[src/rtl/demux14_stream.sv]
// demux14_stream: registered 1-to-4 stream demultiplexer.
// One input channel is steered by {s1,s0} into one of four single-entry
// output registers, each with its own valid/ready handshake.
// Optional feature macro: DEMUX14_COUNT_EN adds per-channel 8-bit
// delivered-word counters on ports cnt0..cnt3.
//
// Handshake rules (all channels): a transfer happens on a rising edge where
// valid and ready are both high. valid, once raised, holds with its data
// stable until the transfer. ready may depend combinationally on the
// selector and on out_ready, but never on in_valid.
module demux14_stream #(
    parameter int WIDTH = 8
) (
    input  logic             clk,
    input  logic             rst,
    input  logic             s0,
    input  logic             s1,
    input  logic             in_valid,
    output logic             in_ready,
    input  logic [WIDTH-1:0] in_data,
    output logic [3:0]       out_valid,
    input  logic [3:0]       out_ready,
    output logic [WIDTH-1:0] w0,
    output logic [WIDTH-1:0] w1,
    output logic [WIDTH-1:0] w2,
    output logic [WIDTH-1:0] w3
`ifdef DEMUX14_COUNT_EN
    ,
    output logic [7:0]       cnt0,
    output logic [7:0]       cnt1,
    output logic [7:0]       cnt2,
    output logic [7:0]       cnt3
`endif
);

    // Per-channel two-state FSM encoding; the state bit is exported
    // directly as out_valid, so out_valid doubles as the debug view.
    localparam logic EMPTY = 1'b0;
    localparam logic FULL  = 1'b1;

    logic [1:0]       sel;
    logic             accept;
    logic [3:0]       drain;
    logic [3:0]       state_q;
    logic [3:0]       state_d;
    logic [WIDTH-1:0] word_q [4];
    logic [WIDTH-1:0] word_d [4];

    assign sel = {s1, s0};

    // Selected channel can take a word if empty or draining this cycle.
    always_comb begin
        in_ready = (state_q[sel] == EMPTY) | out_ready[sel];
    end

    // Transfer strobes for the input side and for each output channel.
    always_comb begin
        accept = in_valid & in_ready;
        for (int i = 0; i < 4; i++) begin
            drain[i] = (state_q[i] == FULL) & out_ready[i];
        end
    end

    // Next state: drain empties a channel, accept refills the target;
    // accept wins so drain-and-refill leaves the channel FULL.
    always_comb begin
        for (int i = 0; i < 4; i++) begin
            state_d[i] = state_q[i];
            word_d[i]  = word_q[i];
            if (drain[i]) begin
                state_d[i] = EMPTY;
            end
            if (accept && (sel == 2'(i))) begin
                state_d[i] = FULL;
                word_d[i]  = in_data;
            end
        end
    end

    // State and data registers; reset discards every held word.
    always_ff @(posedge clk or posedge rst) begin
        if (rst) begin
            state_q <= {4{EMPTY}};
            for (int i = 0; i < 4; i++) begin
                word_q[i] <= '0;
            end
        end else begin
            state_q <= state_d;
            for (int i = 0; i < 4; i++) begin
                word_q[i] <= word_d[i];
            end
        end
    end

    assign out_valid = state_q;
    assign w0        = word_q[0];
    assign w1        = word_q[1];
    assign w2        = word_q[2];
    assign w3        = word_q[3];

`ifdef DEMUX14_COUNT_EN
    logic [7:0] cnt_q [4];
    logic [7:0] cnt_d [4];

    // Delivered-word counters: +1 per drain, natural 8-bit wrap.
    always_comb begin
        for (int i = 0; i < 4; i++) begin
            cnt_d[i] = cnt_q[i];
            if (drain[i]) begin
                cnt_d[i] = cnt_q[i] + 8'd1;
            end
        end
    end

    // Counter registers.
    always_ff @(posedge clk or posedge rst) begin
        if (rst) begin
            for (int i = 0; i < 4; i++) begin
                cnt_q[i] <= 8'd0;
            end
        end else begin
            for (int i = 0; i < 4; i++) begin
                cnt_q[i] <= cnt_d[i];
            end
        end
    end

    assign cnt0 = cnt_q[0];
    assign cnt1 = cnt_q[1];
    assign cnt2 = cnt_q[2];
    assign cnt3 = cnt_q[3];
`endif

endmodule
[config.mk]
export PLATFORM = sky130hd
export DESIGN_NAME = demux14_stream
export DESIGN_NICKNAME = d
export VERILOG_FILES = /design/src/rtl/demux14_stream.sv
export SDC_FILE = /design/constraint.sdc
export NUM_CORES = 1
export LEC_CHECK = 0
export CAP_MARGIN = 20
export CORE_AREA = 2 2 69 71
export CTS_CLUSTER_DIAMETER = 200
export DETAILED_ROUTE_END_ITERATION = 7
export DIE_AREA = 0 0 71 73
export GPL_TIMING_DRIVEN = 0
export PLACE_DENSITY_LB_ADDON = 0.2
export SLEW_MARGIN = 20
export SYNTH_ARGS = -nofsm -noshare
export SYNTH_HDL_FRONTEND = slang
export SYNTH_SLANG_ARGS = --single-unit
[constraint.sdc]
create_clock -name clk -period 1.8 [get_ports clk]
set_clock_uncertainty 0.2 [all_clocks]
set_input_delay 0.36 -clock clk [delete_from_list [all_inputs] [get_ports clk]]
set_output_delay 0.36 -clock clk [all_outputs]
set_load 0.05 [all_outputs]
==> impl_results.md, run 1 <==
* Most common cell after layout, fill and taps aside: dlygate4sd2_1
* Hold slack at 0.298 ns
* Largest family of logic cells by synthesized area: multiplexers
* Die Span Y at 73 µm
* Core Region at 4540 µm²
* Layout cell share with drive strength beyond 1 at between 40% and 50%
* Yosys warnings at 0
* Most frequent cells in the layout: 40 x dlygate4sd2_1, 32 x mux2_2, 32 x dfrtp_1
* Largest net degree at the start of global routing at 37
* Worst setup margin at -0.159 ns
* Req. time, crit path at roughly 1.2 ns
* GRT Total Usage at 13.4%
* Clk Latency, worst-skew pair at 0.28 ns
* Root buf cell: clkbuf_8
* Vias/cell at around 4.5
* Synth area leaders: dfrtp_1 64%, mux2_2 26%, nand2b_1 1.8%
* Critical path capture point type: output pin
* DP Worst Slack at -0.903 ns
* Syn Inst Count at 88
* Top-area cell type share of the netlist area at 64.3%
* Post-Layout Cell Count at 209
* Worst path top cell family by delay: multiplexers
* Clock Path Buffers at 2
* Initial Utilization at 30.9%
* Setup TNS at -0.572 ns
* Mapped Nets at around 110
* # rows at 25
* Number of global-route vias before repair at between 900 and 1000
* GRT overflow at 0
* Final wirelength at 3200 µm
* RSZ-0062 raised after global routing: true
* Fin crit period at a little under 2 ns
* Cts bufs inserted at 5
* Maximum VDD drop at 0.692 mV
* Die ar. at 5180 µm²
* Crit path max fanout at 2
* Total power at 2.81 mW
* ANT nets after route at 0
* Initial antenna violation count at 0
* Top routing layer used: met4
* CP Data Arrival Time at ~1.4 ns
* Final core utilization at a little under half
* Fin crit share at 109%
* TritonCTS clock tree: yes
* Area delta synth->final at 55.2%
* TritonRoute pass-1 iters at 2
* Synth Area in Compound Gates at 0.357%
* Final instance area at 2170 µm²
* Critical Path Start Type: input pin
* Worst path buffer plus inverter count at 2
* PwrDens at 1290 nW/µm²
* Post-Syn Area at 1400 µm²
* Adder-Cell Fraction of Synth Area at 0%
* # IOs at 54
* Fmax at 510 MHz
* Critical path's largest stage delay at 0.49 ns
* Dpl cell area at roughly 2000 µm²
* HP Class: register to register
* First-pass GRT wire length at 5180 µm
* Detailed Place HPWL at between 2000 and 2500 µm
* Worst path cell trace: dlygate4sd2_1, nand2b_4, mux4_2, buf_8
* Least-Margin Pin Slew at around 0.74 ns
* Syn_area_per_cell at 15.9 µm²
* Die width at just over 70 µm
* H-tree depth at 2
* Slew HR at 50.7%
* Final Max Tran Viols at 0
* ANT cells at 0
* Largest area contributor in the netlist: dfrtp_1
* Yosys reg bits at 36
* Post-Synth XOR/XNOR Area at 0%
* Final Hold Viols at 0
* Final setup viols at 9
* Drc violations at 0
* Clock sinks at 36
* Hold-fix buffer count after cts at 0
* CTS clk-pin slew, worst paths at 0.07 ns
* Via count at 948
* Met1 Wirelength at about 1400 µm
* Final net count at 171
* Met3 routed WL at 248 µm
* Drt initial violations at 27
* Yosys cell types at 13
* Post-synthesis mux area share at 27.3%
* GP Congestion at 0.813
* Met2 WL at 1560 µm
* Sequential share of the synthesized area at 64.3%
* Dpl cells at 195
* Simple-Gate Fraction of Synth Area at between 6 and 7%
* Slowest cell on the critical path: mux4_2
* Failing checks: negative setup slack
* # port buffers at 53
* Routed wire per std cell at around 15 µm
* Setup CP Type: input pin to output pin
* Pleak at just over 1 nW
* Status: finished with violations
* Max Cap Violations at 0
-- where the power goes --
group          leakage [nW]  switching, mW  internal, mW
registers             0.426         0.0792         0.969
clock network        0.0541          0.289         0.410
logic                 0.533          0.740         0.325
total                  1.01           1.11          1.70
-- registers in the layout, indices dropped and copies added, names as in the netlist --
signal and cells:
out_valid 4, w2 8, w0 8, w1 8
w3 8
-- final cells by class --
cell class	instances	area, µm²
Tap cell	54	67.6
Sequential cell	36	906
Clock inverter	3	42.5
Timing Repair Buffer	59	543
Inverter	1	3.75
Clock buffer	5	68.8
Fill cell	396	2360
Multi-Input combinational cell	49	527
Buffer	2	15.0
-- worst register-to-register path: stages (launching register included) --
cell	delay, ns
dfrtp_2	0.42
nand2b_4	0.07
buf_4	0.10
buf_4	0.09
nor2b_1	0.12
clkbuf_4	0.23
mux2_2	0.35
-- layer usage --
metal,GRT usage (%),vias up
li1,-,440
met1,16.2,466
met2,22.1,38
met3,5.25,4
met4,4.40,0
met5,0,-
-- Yosys cell counts, drive strengths merged --
library cell / n
mux4: 1
nand2: 5
o21ai: 1
mux2: 32
nand3: 1
nor2b: 2
and3: 1
nand3b: 1
dfrtp: 36
nand2b: 4
nor3b: 1
inv: 1
buf: 2
-- timing repair --
item,4_1_cts,5_1_grt
pin swaps,1,0
buffers inserted,5,1
resized for setup,56,4
endpoints found under the setup margin,69,23
-- logic make-up after synthesis --
kind of cell | Yosys count
buffers and inverters | 3
AND/OR/NAND/NOR | 15
multiplexers | 33
AO/OA/AOI/OAI | 1
flip-flops | 36
-- final timing paths --
path                       slack (ns)  cells past startpoint                  endpoint                startpoint
max                             -0.16                      4                  in_ready              out_ready[3]
min in group asynchronous        0.33                      2         w3[0]$_DFFE_PP0P_                       rst
max reg2reg                      0.10                      6         w3[2]$_DFFE_PP0P_  out_valid[3]$_DFFE_PP0P_
min                              0.30                      1         w3[3]$_DFFE_PP0P_         w3[3]$_DFFE_PP0P_
max in group asynchronous        0.56                      2  out_valid[2]$_DFFE_PP0P_                       rst
min reg2reg                      0.30                      1         w3[3]$_DFFE_PP0P_         w3[3]$_DFFE_PP0P_
No activity file was read; power rests on OpenSTA's default activity.
==> inputs of run 2 (changes only) <==
Settings changed: CAP_MARGIN 20 to default, CTS_BUF_LIST from default to sky130_fd_sc_hd__clkbuf_8.
==> results of run 2 <==
Final layout, timing and power as in run 1 (identical DEF).
==> inputs of run 3 (changes only) <==
Settings changed: CORE_AREA 2 2 69 71 to 4 4 71 73, DIE_AREA 0 0 71 73 to 0 0 75 77.
==> run 3 against run 2 <==
Against the previous run: the flow still finishes with violations (negative setup slack); routed wire length is 3.9% higher; sequential share of layout area is 0.53 points higher; power is 5.7% lower; sequential cell count stayed put; register-to-register slack better by 0.10 ns; critical path depth is 1 lower.
==> impl_results.md, run 3 (synthesis results as in run 1) <==
* CP Data Arrival Time at between 1 and 1.5 ns
* TritonRoute pass-1 iters at 4
* # rows at 24
* Slowest cell on the critical path: mux4_2
* Worst setup margin at -0.128 ns
* Clk Latency, worst-skew pair at 0.28 ns
* Final Max Tran Viols at 0
* Total power at 2.65 mW
* H-tree depth at 2
* Critical path's largest stage delay at 0.48 ns
* # IOs at between 50 and 60
* # port buffers at 53
* Initial antenna violation count at 0
* Root buf cell: clkbuf_8
* Maximum VDD drop at 0.688 mV
* Die ar. at between 5000 and 6000 µm²
* ANT nets after route at 0
* Detailed Place HPWL at ~2300 µm
* Setup CP Type: register to output pin
* First-pass GRT wire length at 5590 µm
* Least-Margin Pin Slew at 0.754 ns
* GRT Total Usage at a little over an eighth
* Largest net degree at the start of global routing at 37
* Final wirelength at 3320 µm
* Critical path capture point type: output pin
* Final setup viols at 9
* Core Region at around 4400 µm²
* Worst Min Path Start: w1[2]$_DFFE_PP0P_
* Hold slack at 0.301 ns
* Fin crit share at 107%
* Cts bufs inserted at 5
* CTS clk-pin slew, worst paths at around 0.070 ns
* Failing checks: negative setup slack
* Crit path launch: out_valid[2]$_DFFE_PP0P_
* RSZ-0062 raised after global routing: true
* Number of global-route vias before repair at 1103
* Final instance area at about 2100 µm²
* Clock sinks at 36
* Filler cells at 392
* Most common cell after layout, fill and taps aside: dlygate4sd2_1
* ANT cells at 0
* Via count at between 900 and 1000
* Hold-fix buffer count after cts at 0
* Fin crit period at a little under 2 ns
* Max Cap Violations at 0
* Area delta synth->final at 53.3%
* Crit path max fanout at 3
* Drc violations at 0
* Critical Path Start Type: register
* Initial Utilization at about a third
* Final net count at 171
* Dpl cell area at 2000 µm²
* Worst path cell trace: nand2b_4, mux4_2, buf_8
* Most frequent cells in the layout: 39 x dlygate4sd2_1, 32 x mux2_2, 32 x dfrtp_1
* Clock Path Buffers at 2
* GRT overflow at 0
* TritonCTS clock tree: yes
* HP Class: register to register
* Die width at 75 µm
* Status: finished with violations
* Vias/cell at 4.60
* PwrDens at about 1200 nW/µm²
* GP Congestion at 0.750
* Pleak at 0.999 nW
* Worst r2r src: out_valid[1]$_DFFE_PP0P_
* Slew HR at 49.6%
* Drt initial violations at 23
* Fmax at about 520 MHz
* Die Span Y at 77 µm
* Routed wire per std cell at 16.1 µm
* Final Hold Viols at 0
* Req. time, crit path at 1.24 ns
* Layout cell share with drive strength beyond 1 at between 30% and 40%
-- run 3: changes by cell type in the layout (fill, tap and decap cells not counted), sizes merged --
cell	delta
bufinv	-1
clkdlybuf4s15	+1
dlygate4sd2	-1
-- run 3: timing repair --
action | CTS | global route
pin swaps | 1 | 1
endpoints found under the setup margin | 69 | 30
resized for setup | 59 | 3
setup buffers | 4 | 2
gates cloned | 0 | 0
-- run 3: path summary, 6_finish.rpt --
path | end | slack (ns) | cells after the start
hold / removal | w1[2]$_DFFE_PP0P_ | 0.30 | 1
setup / recovery | in_ready | -0.13 | 3
max in group asynchronous | out_valid[0]$_DFFE_PP0P_ | 0.54 | 2
hold reg to reg | w1[2]$_DFFE_PP0P_ | 0.30 | 1
min in group asynchronous | w2[7]$_DFFE_PP0P_ | 0.33 | 2
setup reg to reg | w1[7]$_DFFE_PP0P_ | 0.20 | 5
-- run 3: cell type report --
| type | count | area, µm² | share of cell area (%) |
|---|---|---|---|
| Inverter | 1 | 3.75 | 0.175 |
| Clock buffer | 5 | 68.8 | 3.21 |
| Clock inverter | 2 | 12.5 | 0.583 |
| Sequential cell | 36 | 906 | 42.2 |
| Buffer | 2 | 18.8 | 0.875 |
| Multi-Input combinational cell | 49 | 527 | 24.5 |
| Tap cell | 52 | 65.1 | 3.03 |
| Timing Repair Buffer | 59 | 544 | 25.4 |
-- run 3: through the flow --
stage                     std cells  utilization, %  setup slack [ns]  TNS (ns)
after global routing            206            49.3            -0.175     -1.05
after global placement          193            45.9            -0.882    -26.14
final                           206            49.3            -0.128    -0.459
after floorplan                  88               -           -0.0182   -0.0182
after CTS                       204            48.6            -0.139    -0.139
after detailed placement        193            45.9            -0.895    -13.88
-- run 3: critical path, delay by kind of cell, from the launching register on --
kind / cells / cell delay (ns)
buf+inv: 1 / 0.17
flops: 1 / 0.38
mux: 1 / 0.48
simple gates: 1 / 0.06
-- run 3: layer usage --
metal  up-vias  GRT usage [%]  wire, µm
met5         -              0         0
met4         0           5.87        56
met3         5           5.10       282
met2        37           20.6      1640
met1       467           15.5      1340
li1        438              -         -
-- run 3: where the power goes --
part	total, mW	switching [mW]	internal (mW)
sequential	1.05	0.0802	0.969
combinational	1.07	0.745	0.325
clock	0.531	0.269	0.262
